==> src/rtl/atm_session_ctrl_if.sv <==
// Session controller bus: card, keypad and amount inputs toward the controller,
// with the registered state, operand and result pulses coming back.
interface atm_session_ctrl_if #(
  parameter int PIN_DIGITS = 4,
  parameter int BAL_W      = 16
);
  logic                    card_in;
  logic [4*PIN_DIGITS-1:0] card_pin;
  logic [BAL_W-1:0]        card_bal;
  logic                    key_valid;
  logic [3:0]              key_digit;
  logic                    key_enter;
  logic                    key_cancel;
  logic                    amt_valid;
  logic [BAL_W-1:0]        amt;

  logic [3:0]              state_code;
  logic [BAL_W-1:0]        balance;
  logic [3:0]              opnd;
  logic [1:0]              lang;
  logic                    txn_ok;
  logic                    txn_err;
  logic                    card_eject;
  logic                    card_retain;
  logic                    bal_show;
  logic                    xfer_out;
  logic [BAL_W-1:0]        xfer_amt;

  modport master (
    output card_in, card_pin, card_bal, key_valid, key_digit, key_enter,
           key_cancel, amt_valid, amt,
    input  state_code, balance, opnd, lang, txn_ok, txn_err, card_eject,
           card_retain, bal_show, xfer_out, xfer_amt
  );

  modport slave (
    input  card_in, card_pin, card_bal, key_valid, key_digit, key_enter,
           key_cancel, amt_valid, amt,
    output state_code, balance, opnd, lang, txn_ok, txn_err, card_eject,
           card_retain, bal_show, xfer_out, xfer_amt
  );
endinterface

==> src/rtl/atm_session_ctrl.sv <==
// ATM session FSM owning the PIN and balance registers; every output is registered one cycle after its strobe.
// No backpressure: strobes arriving in a state that does not consume them are dropped.
module atm_session_ctrl #(
  parameter int PIN_DIGITS     = 4,
  parameter int MAX_TRIES      = 3,
  parameter int TIMEOUT_CYCLES = 255,
  parameter int BAL_W          = 16
) (
  input logic               clk,
  input logic               rst,
  atm_session_ctrl_if.slave sess
);
  localparam int PIN_W = 4 * PIN_DIGITS;
  localparam int CNT_W = $clog2(PIN_DIGITS + 1);
  localparam int TRY_W = $clog2(MAX_TRIES + 1);
  localparam int TO_W  = $clog2(TIMEOUT_CYCLES + 1);

  localparam logic [3:0] S_IDLE    = 4'd0;
  localparam logic [3:0] S_BAL     = 4'd1;
  localparam logic [3:0] S_WDRAW   = 4'd2;
  localparam logic [3:0] S_DEP     = 4'd3;
  localparam logic [3:0] S_XFER    = 4'd4;
  localparam logic [3:0] S_EXIT    = 4'd5;
  localparam logic [3:0] S_NEWPASS = 4'd6;
  localparam logic [3:0] S_LANG    = 4'd7;
  localparam logic [3:0] S_SCAN    = 4'd8;
  localparam logic [3:0] S_PASS    = 4'd9;
  localparam logic [3:0] S_OPT     = 4'd10;
  localparam logic [3:0] S_ANY     = 4'd11;

  logic [3:0]       state_q, state_d;
  logic             card_q;
  logic [PIN_W-1:0] pin_q, pin_d;
  logic [PIN_W-1:0] dig_q, dig_d;
  logic [CNT_W-1:0] cnt_q, cnt_d;
  logic [TRY_W-1:0] try_q, try_d;
  logic [TO_W-1:0]  inact_q, inact_d;
  logic [BAL_W-1:0] balance_q, balance_d;
  logic [3:0]       opnd_q, opnd_d;
  logic [1:0]       lang_q, lang_d;
  logic [BAL_W-1:0] xfer_amt_q, xfer_amt_d;
  logic             txn_ok_q, txn_ok_d;
  logic             txn_err_q, txn_err_d;
  logic             card_eject_q, card_eject_d;
  logic             card_retain_q, card_retain_d;
  logic             bal_show_q, bal_show_d;
  logic             xfer_out_q, xfer_out_d;

  logic             card_rise, card_fall, key_ok, any_strobe;
  logic             legal, active, timeout, pin_full, amt_fits;
  logic [BAL_W:0]   dep_sum;

  assign card_rise  = sess.card_in & ~card_q;
  assign card_fall  = ~sess.card_in & card_q;
  assign key_ok     = sess.key_valid && (sess.key_digit <= 4'd9);
  assign any_strobe = sess.key_valid | sess.key_enter | sess.key_cancel | sess.amt_valid;
  assign legal      = (state_q <= S_ANY);
  assign active     = legal && (state_q != S_IDLE) && (state_q != S_EXIT);
  assign timeout    = active && (inact_q == TO_W'(TIMEOUT_CYCLES));
  assign pin_full   = (cnt_q == CNT_W'(PIN_DIGITS));
  assign amt_fits   = (sess.amt != '0) && (sess.amt <= balance_q);
  assign dep_sum    = {1'b0, balance_q} + {1'b0, sess.amt};

  always_comb begin
    state_d       = state_q;
    pin_d         = pin_q;
    dig_d         = dig_q;
    cnt_d         = cnt_q;
    try_d         = try_q;
    balance_d     = balance_q;
    opnd_d        = opnd_q;
    lang_d        = lang_q;
    xfer_amt_d    = xfer_amt_q;
    txn_ok_d      = 1'b0;
    txn_err_d     = 1'b0;
    card_retain_d = 1'b0;
    bal_show_d    = 1'b0;
    xfer_out_d    = 1'b0;

    if (!legal) begin
      state_d = S_IDLE;
    end else if (state_q != S_IDLE && card_fall) begin
      state_d = S_IDLE;
    end else if (active && sess.key_cancel) begin
      state_d = S_EXIT;
    end else if (timeout) begin
      state_d = S_EXIT;
    end else begin
      case (state_q)
        S_IDLE: begin
          if (card_rise) state_d = S_SCAN;
        end
        S_SCAN: begin
          pin_d     = sess.card_pin;
          balance_d = sess.card_bal;
          try_d     = '0;
          state_d   = S_PASS;
        end
        S_PASS: begin
          if (sess.key_enter) begin
            if (pin_full && dig_q == pin_q) begin
              state_d = S_OPT;
            end else begin
              try_d = try_q + TRY_W'(1);
              dig_d = '0;
              cnt_d = '0;
              if (try_q == TRY_W'(MAX_TRIES - 1)) begin
                card_retain_d = 1'b1;
                state_d       = S_IDLE;
              end
            end
          end else if (key_ok && !pin_full) begin
            dig_d = {dig_q[PIN_W-5:0], sess.key_digit};
            cnt_d = cnt_q + CNT_W'(1);
          end
        end
        S_OPT: begin
          if (key_ok) opnd_d = sess.key_digit;
          if (sess.key_enter) begin
            case (opnd_q)
              4'd1:    state_d = S_BAL;
              4'd2:    state_d = S_WDRAW;
              4'd3:    state_d = S_DEP;
              4'd4:    state_d = S_XFER;
              4'd5:    state_d = S_EXIT;
              4'd6:    state_d = S_NEWPASS;
              4'd7:    state_d = S_LANG;
              default: txn_err_d = 1'b1;
            endcase
          end
        end
        S_BAL: begin
          bal_show_d = 1'b1;
          state_d    = S_ANY;
        end
        S_WDRAW, S_XFER: begin
          if (sess.amt_valid) begin
            if (amt_fits) begin
              balance_d = balance_q - sess.amt;
              txn_ok_d  = 1'b1;
              if (state_q == S_XFER) begin
                xfer_out_d = 1'b1;
                xfer_amt_d = sess.amt;
              end
            end else begin
              txn_err_d = 1'b1;
            end
            state_d = S_ANY;
          end
        end
        S_DEP: begin
          // The saturated value is kept even though the deposit is flagged as an error.
          if (sess.amt_valid) begin
            if (dep_sum[BAL_W]) begin
              balance_d = '1;
              txn_err_d = 1'b1;
            end else begin
              balance_d = dep_sum[BAL_W-1:0];
              txn_ok_d  = 1'b1;
            end
            state_d = S_ANY;
          end
        end
        S_NEWPASS: begin
          if (sess.key_enter) begin
            if (pin_full) begin
              pin_d    = dig_q;
              txn_ok_d = 1'b1;
            end else begin
              txn_err_d = 1'b1;
            end
            state_d = S_ANY;
          end else if (key_ok && !pin_full) begin
            dig_d = {dig_q[PIN_W-5:0], sess.key_digit};
            cnt_d = cnt_q + CNT_W'(1);
          end
        end
        S_LANG: begin
          if (key_ok) opnd_d = sess.key_digit;
          if (sess.key_enter) begin
            if (opnd_q <= 4'd3) begin
              lang_d   = opnd_q[1:0];
              txn_ok_d = 1'b1;
              state_d  = S_ANY;
            end else begin
              txn_err_d = 1'b1;
            end
          end
        end
        S_ANY: begin
          if (key_ok) opnd_d = sess.key_digit;
          if (sess.key_enter) begin
            if (opnd_q == 4'd1)      state_d = S_OPT;
            else if (opnd_q == 4'd0) state_d = S_EXIT;
          end
        end
        S_EXIT: begin
          if (!sess.card_in) state_d = S_IDLE;
        end
        default: state_d = S_IDLE;
      endcase
    end

    // Every state change starts digit collection afresh.
    if (state_d != state_q) begin
      dig_d = '0;
      cnt_d = '0;
    end
    card_eject_d = (state_d == S_EXIT) && (state_q != S_EXIT);
    inact_d      = (any_strobe || state_d != state_q || !active) ? '0 : inact_q + TO_W'(1);
  end

  always_ff @(posedge clk or negedge rst) begin
    if (!rst) begin
      state_q       <= S_IDLE;
      card_q        <= 1'b1;
      pin_q         <= '0;
      dig_q         <= '0;
      cnt_q         <= '0;
      try_q         <= '0;
      inact_q       <= '0;
      balance_q     <= '0;
      opnd_q        <= '0;
      lang_q        <= '0;
      xfer_amt_q    <= '0;
      txn_ok_q      <= 1'b0;
      txn_err_q     <= 1'b0;
      card_eject_q  <= 1'b0;
      card_retain_q <= 1'b0;
      bal_show_q    <= 1'b0;
      xfer_out_q    <= 1'b0;
    end else begin
      state_q       <= state_d;
      card_q        <= sess.card_in;
      pin_q         <= pin_d;
      dig_q         <= dig_d;
      cnt_q         <= cnt_d;
      try_q         <= try_d;
      inact_q       <= inact_d;
      balance_q     <= balance_d;
      opnd_q        <= opnd_d;
      lang_q        <= lang_d;
      xfer_amt_q    <= xfer_amt_d;
      txn_ok_q      <= txn_ok_d;
      txn_err_q     <= txn_err_d;
      card_eject_q  <= card_eject_d;
      card_retain_q <= card_retain_d;
      bal_show_q    <= bal_show_d;
      xfer_out_q    <= xfer_out_d;
    end
  end

  assign sess.state_code  = state_q;
  assign sess.balance     = balance_q;
  assign sess.opnd        = opnd_q;
  assign sess.lang        = lang_q;
  assign sess.xfer_amt    = xfer_amt_q;
  assign sess.txn_ok      = txn_ok_q;
  assign sess.txn_err     = txn_err_q;
  assign sess.card_eject  = card_eject_q;
  assign sess.card_retain = card_retain_q;
  assign sess.bal_show    = bal_show_q;
  assign sess.xfer_out    = xfer_out_q;
endmodule

==> src/flat_wrapper.sv <==
// flat-port wrapper written by rule: the top's interface ports become plain ports
module atm_session_ctrl_flat 
#(
  parameter int PIN_DIGITS     = 4,
  parameter int MAX_TRIES      = 3,
  parameter int TIMEOUT_CYCLES = 255,
  parameter int BAL_W          = 16
)
  (clk, rst, sess_card_in, sess_card_pin, sess_card_bal, sess_key_valid, sess_key_digit, sess_key_enter, sess_key_cancel, sess_amt_valid, sess_amt, sess_state_code, sess_balance, sess_opnd, sess_lang, sess_txn_ok, sess_txn_err, sess_card_eject, sess_card_retain, sess_bal_show, sess_xfer_out, sess_xfer_amt);
  atm_session_ctrl_if #(.PIN_DIGITS(PIN_DIGITS), .BAL_W(BAL_W)) sess_i ();
  input logic clk;
  input logic rst;
  input wire logic [$bits(sess_i.card_in)-1:0] sess_card_in;
  input wire logic [$bits(sess_i.card_pin)-1:0] sess_card_pin;
  input wire logic [$bits(sess_i.card_bal)-1:0] sess_card_bal;
  input wire logic [$bits(sess_i.key_valid)-1:0] sess_key_valid;
  input wire logic [$bits(sess_i.key_digit)-1:0] sess_key_digit;
  input wire logic [$bits(sess_i.key_enter)-1:0] sess_key_enter;
  input wire logic [$bits(sess_i.key_cancel)-1:0] sess_key_cancel;
  input wire logic [$bits(sess_i.amt_valid)-1:0] sess_amt_valid;
  input wire logic [$bits(sess_i.amt)-1:0] sess_amt;
  output wire logic [$bits(sess_i.state_code)-1:0] sess_state_code;
  output wire logic [$bits(sess_i.balance)-1:0] sess_balance;
  output wire logic [$bits(sess_i.opnd)-1:0] sess_opnd;
  output wire logic [$bits(sess_i.lang)-1:0] sess_lang;
  output wire logic [$bits(sess_i.txn_ok)-1:0] sess_txn_ok;
  output wire logic [$bits(sess_i.txn_err)-1:0] sess_txn_err;
  output wire logic [$bits(sess_i.card_eject)-1:0] sess_card_eject;
  output wire logic [$bits(sess_i.card_retain)-1:0] sess_card_retain;
  output wire logic [$bits(sess_i.bal_show)-1:0] sess_bal_show;
  output wire logic [$bits(sess_i.xfer_out)-1:0] sess_xfer_out;
  output wire logic [$bits(sess_i.xfer_amt)-1:0] sess_xfer_amt;
  assign sess_i.card_in = sess_card_in;
  assign sess_i.card_pin = sess_card_pin;
  assign sess_i.card_bal = sess_card_bal;
  assign sess_i.key_valid = sess_key_valid;
  assign sess_i.key_digit = sess_key_digit;
  assign sess_i.key_enter = sess_key_enter;
  assign sess_i.key_cancel = sess_key_cancel;
  assign sess_i.amt_valid = sess_amt_valid;
  assign sess_i.amt = sess_amt;
  assign sess_state_code = sess_i.state_code;
  assign sess_balance = sess_i.balance;
  assign sess_opnd = sess_i.opnd;
  assign sess_lang = sess_i.lang;
  assign sess_txn_ok = sess_i.txn_ok;
  assign sess_txn_err = sess_i.txn_err;
  assign sess_card_eject = sess_i.card_eject;
  assign sess_card_retain = sess_i.card_retain;
  assign sess_bal_show = sess_i.bal_show;
  assign sess_xfer_out = sess_i.xfer_out;
  assign sess_xfer_amt = sess_i.xfer_amt;
  atm_session_ctrl #(.PIN_DIGITS(PIN_DIGITS), .MAX_TRIES(MAX_TRIES), .TIMEOUT_CYCLES(TIMEOUT_CYCLES), .BAL_W(BAL_W)) u_core (.clk(clk), .rst(rst), .sess(sess_i));
endmodule
==> config.mk <==
export PLATFORM = sky130hd
export DESIGN_NAME = atm_session_ctrl_flat
export DESIGN_NICKNAME = d
export VERILOG_FILES = /design/src/rtl/atm_session_ctrl_if.sv /design/src/rtl/atm_session_ctrl.sv /design/src/flat_wrapper.sv
export SDC_FILE = /design/constraint.sdc
export NUM_CORES = 1
export LEC_CHECK = 0
export BUFFER_PORTS_ARGS = -buffer_cell sky130_fd_sc_hd__buf_4
export CAP_MARGIN = 15
export CORE_ASPECT_RATIO = 0.5
export CORE_MARGIN = 2
export CORE_UTILIZATION = 50
export DETAILED_ROUTE_END_ITERATION = 7
export PLACE_DENSITY = 0.75
export SYNTH_ARGS = -nofsm -noshare
export SYNTH_HDL_FRONTEND = slang
export SYNTH_SLANG_ARGS = --single-unit
==> constraint.sdc <==
create_clock -name clk -period 4.2 [get_ports clk]
set_clock_uncertainty 0.1 [all_clocks]
set_input_delay 0.21 -clock clk [delete_from_list [all_inputs] [get_ports clk]]
set_output_delay 0.21 -clock clk [all_outputs]
set_load 0.01 [all_outputs]
==> metrics.md <==
| Metric | Value |
|---|---|
| Top cells by area, synth | dfrtp_1, ha_1, mux2_2, nor2_1, nand2_1 |
| Final Hold Fails | 0 |
| Post-Layout Cell Count | 1,050 |
| Unrepaired setup endpoints after global routing | false |
| Reg2reg path depth | 8 |
| Crit-path most repeated cell | nor4b_2 |
| Routed WL per cell | ~17 um |
| Aggregate global routing overflow | 0 |
| Placed cell count | between 1k and 1.5k |
| Async S/R FF share, synth | 1.00 |
| Layout cells sized above 1 | 0.228 |
| Mapped Area | 0.00696 mm2 |
| Slew Viols, Final | 0 |
| Yosys reg bits | 94 |
| Via/cell ratio | 5.91 |
| Startpoint Class | register |
| CP top delay family | simple AND/OR/NAND/NOR gates |
| WHS Endpoint | u_core.sess.opnd[0] |
| # setup viols final | 0 |
| Drt drc | 0 |
| Initial DRC count | between 400 and 500 |
| Most frequent cell after synthesis | dfrtp_1 |
| Max-Cap Viols | 0 |
| Worst IR Drop VDD | 266 uV |
| Total Wirelength | 18.2 mm |
| Main synth FF type | dfrtp_1 |
| Antenna cell count | 0 |
| Hold Crit Class | primary input to register |
| Min-delay src | sess_key_digit[0] |
| CP arrival | approximately 3.5 ns |
| Area Growth Syn to Fin | 17.2% |
| Max transition margin | 0.343 |
| Post-synthesis cell count | roughly 770 |
| Via count of the first global-routing pass | 5,885 |
| Seq/Total Area, Yosys | 0.338 |
| Largest net degree at the start of global routing | 59 |
| Antenna Nets Post-Route | 0 |
| Max stage delay on crit path | 0.83 ns |
| Static leakage | 3.69 nW |
| First-pass GRT wire length | 30.0 mm |
| Boundary Pins | 107 |
| Power Density | between 600 and 700 mW/mm2 |
| CTS sink count | 94 |
| CTS tree | yes |
| Hold Crit Depth | 2 |
| Clock buffer depth | 2 |
| WP data required | 4.34 ns |
| Syn Area/Cell | roughly 9.1 um2 |
| Outcome | finished, final reports clean |
| CTS clk-pin slew, worst paths | roughly 0.080 ns |
| Cell taking the most area after synthesis | dfrtp_1 |
| Distinct cells, synth | 84 |
| Gr usage total | 0.251 |
| Synth cell count leaders | dfrtp_1, nor2_1, nand2_1 |
| Cell row count | 30 |
| Min Tclk post-route | 3.40 ns |
| CORE AREA | roughly 0.014 mm2 |
| Via count | 6,203 |
| PostCTS Resize Cnt | 0 |
| Synthesized Nets | 865 |
| Layout Nets | 950 |
| Die footprint | 0.0149 mm2 |
| Die boundary width | 171 um |
| Crit path cell chain | nor4b_2 > a311oi_1 > and3_1 > nor4b_2 > a31oi_1 > xnor2_2 > nand4_4 > nor4_1 |
| Crit path buffers/inverters | 0 |
| RePlAce Congestion | 0.939 |
| Fraction of synthesized cell area taken by the top area cell type | 0.335 |
| Setup TNS | 0 ns |
| Reg-to-Reg End | u_core.inact_q[2] |
| Fmax | 0.294 GHz |
| R2r startpoint | u_core.sess.state_code[3] |
| Post-DP HPWL | around 13 mm |
| Initial Util | 0.513 |
| DIE HEIGHT | around 90 um |
| TritonCTS Buffers | 9 |
| Clk_lat worst skew | approximately 0.35 ns |
| Initial antenna violation count | 0 |
| EDFF count, synth | 0 |
| CP max FO | 27 |
| Worst Max-Slew Pin Slew | 0.978 ns |
| Clock Root Buffer | clkbuf_16 |
| PortBufs | between 100 and 150 |
| Crit path kind | register to register |
| CTS H-Tree Depth | 3 |
| Final Cycle Share | 0.809 |
| CP max stage cell | dfrtp_1 |
| Crit end category | register |
| Drt first pass iters | 8 |
| Register-to-register setup slack | roughly 0.8 ns |
| Synth warn | 0 |
==> cell type report <==
cell class	count	area [um2]
Sequential cell	94	2350
Timing Repair Buffer	117	886
Fill cell	1208	5400
Clock inverter	7	77.6
Tap cell	192	240
Multi-Input combinational cell	588	4210
Inverter	43	161
Clock buffer	9	225
==> per-layer routing <==
layer / vias up / GRT usage / wire (um)
met4: 0 / 0.0624 / 249
met3: 21 / 0.0377 / 837
met1: 3026 / 0.336 / 8230
li1: 2962 / - / -
met5: - / 0 / 0
met2: 194 / 0.432 / 8890
==> through the flow <==
stage	area, um2	utilization	worst slack (ns)	power (W)	hold WS [ns]
3_3_place_gp	7820	0.577	0.933	0.00450	0.222
5_1_grt	8150	0.602	0.455	0.00580	0.00774
4_1_cts	8150	0.602	0.805	0.00539	0.0108
3_5_place_dp	7820	0.577	0.813	0.00454	0.227
6_report	8150	0.602	0.802	0.00541	0.0161
2_1_floorplan	6960	-	1.16	0.00370	-0.186
==> how the worst max path moves through the flow <==
| stage | start | end | slack (ns) | cells past startpoint |
|---|---|---|---|---|
| after global routing | u_core.sess.state_code[3] | u_core.inact_q[2] | 0.45 | 8 |
| after floorplan | u_core.sess.balance[0] | u_core.sess.xfer_amt[10] | 1.16 | 11 |
| after CTS | u_core.sess.state_code[3] | u_core.inact_q[2] | 0.80 | 8 |
| after detailed placement | u_core.sess.state_code[3] | u_core.inact_q[2] | 0.81 | 8 |
| final | u_core.sess.state_code[3] | u_core.inact_q[2] | 0.80 | 8 |
| after global placement | u_core.sess.state_code[3] | u_core.inact_q[4] | 0.93 | 8 |
==> sequential cells by signal, indices dropped and copies added, names as in the netlist <==
name and flops:
u_core.sess.txn_ok 1, u_core.dig_q 16, u_core.try_q 2, u_core.sess.balance 16
u_core.sess.xfer_amt 16, u_core.pin_q 16, u_core.sess.opnd 4, u_core.sess.card_retain 1
u_core.inact_q 8, u_core.sess.xfer_out 1, u_core.sess.lang 2, u_core.cnt_q 3
u_core.card_q 1, u_core.sess.bal_show 1, u_core.sess.card_eject 1, u_core.sess.state_code 4
u_core.sess.txn_err 1
==> timing repair <==
| item | CTS | global route |
|---|---|---|
| endpoints found under the hold margin | 59 | 0 |
| setup buffers | 0 | 0 |
| hold buffers | 3 | 0 |
==> logic make-up after synthesis <==
group / count (synthesis) / share of synthesized area
AO/OA/AOI/OAI: 209 / 0.213
XOR/XNOR: 42 / 0.0540
adder cells (fa/ha/maj): 38 / 0.0705
buffers and inverters: 86 / 0.0567
flip-flops: 94 / 0.338
multiplexers: 48 / 0.0743
AND/OR/NAND/NOR: 251 / 0.193
==> power breakdown <==
part | internal [W] | switching (W) | total, W
clock network | 0.000422 | 0.000415 | 0.000837
registers | 0.00113 | 0.000299 | 0.00143
logic | 0.00136 | 0.00178 | 0.00314
total | 0.00291 | 0.00250 | 0.00541
==> cell usage in the layout (no fill, tap or decap), types with 4 or more instances in the layout <==
| master | netlist | final |
|---|---|---|
| a21oi_1 | 46 | 46 |
| nor2_1 | 71 | 71 |
| nand3_1 | 14 | 14 |
| ha_1 | 36 | 36 |
| a31oi_1 | 5 | 5 |
| xor2_1 | 18 | 18 |
| mux2_2 | 29 | 29 |
| o211ai_1 | 15 | 15 |
| nor2b_1 | 6 | 6 |
| or3_1 | 8 | 8 |
| o21ai_0 | 44 | 44 |
| buf_4 | 8 | 114 |
| nand2b_1 | 7 | 7 |
| a21o_1 | 10 | 10 |
| o2bb2ai_1 | 9 | 9 |
| xnor2_1 | 23 | 23 |
| nand4_1 | 6 | 6 |
| o221a_2 | 6 | 6 |
| clkbuf_16 | 0 | 9 |
| nor4_1 | 19 | 19 |
| nor3_1 | 14 | 14 |
| mux2i_1 | 19 | 19 |
| and3_1 | 5 | 5 |
| nand2_1 | 69 | 69 |
| o31ai_1 | 5 | 5 |
| inv_1 | 42 | 42 |
| a22oi_1 | 5 | 5 |
| a2bb2oi_1 | 16 | 16 |
| and4bb_2 | 4 | 4 |
| dfrtp_1 | 93 | 93 |
No activity file was read; power rests on OpenSTA's default activity.
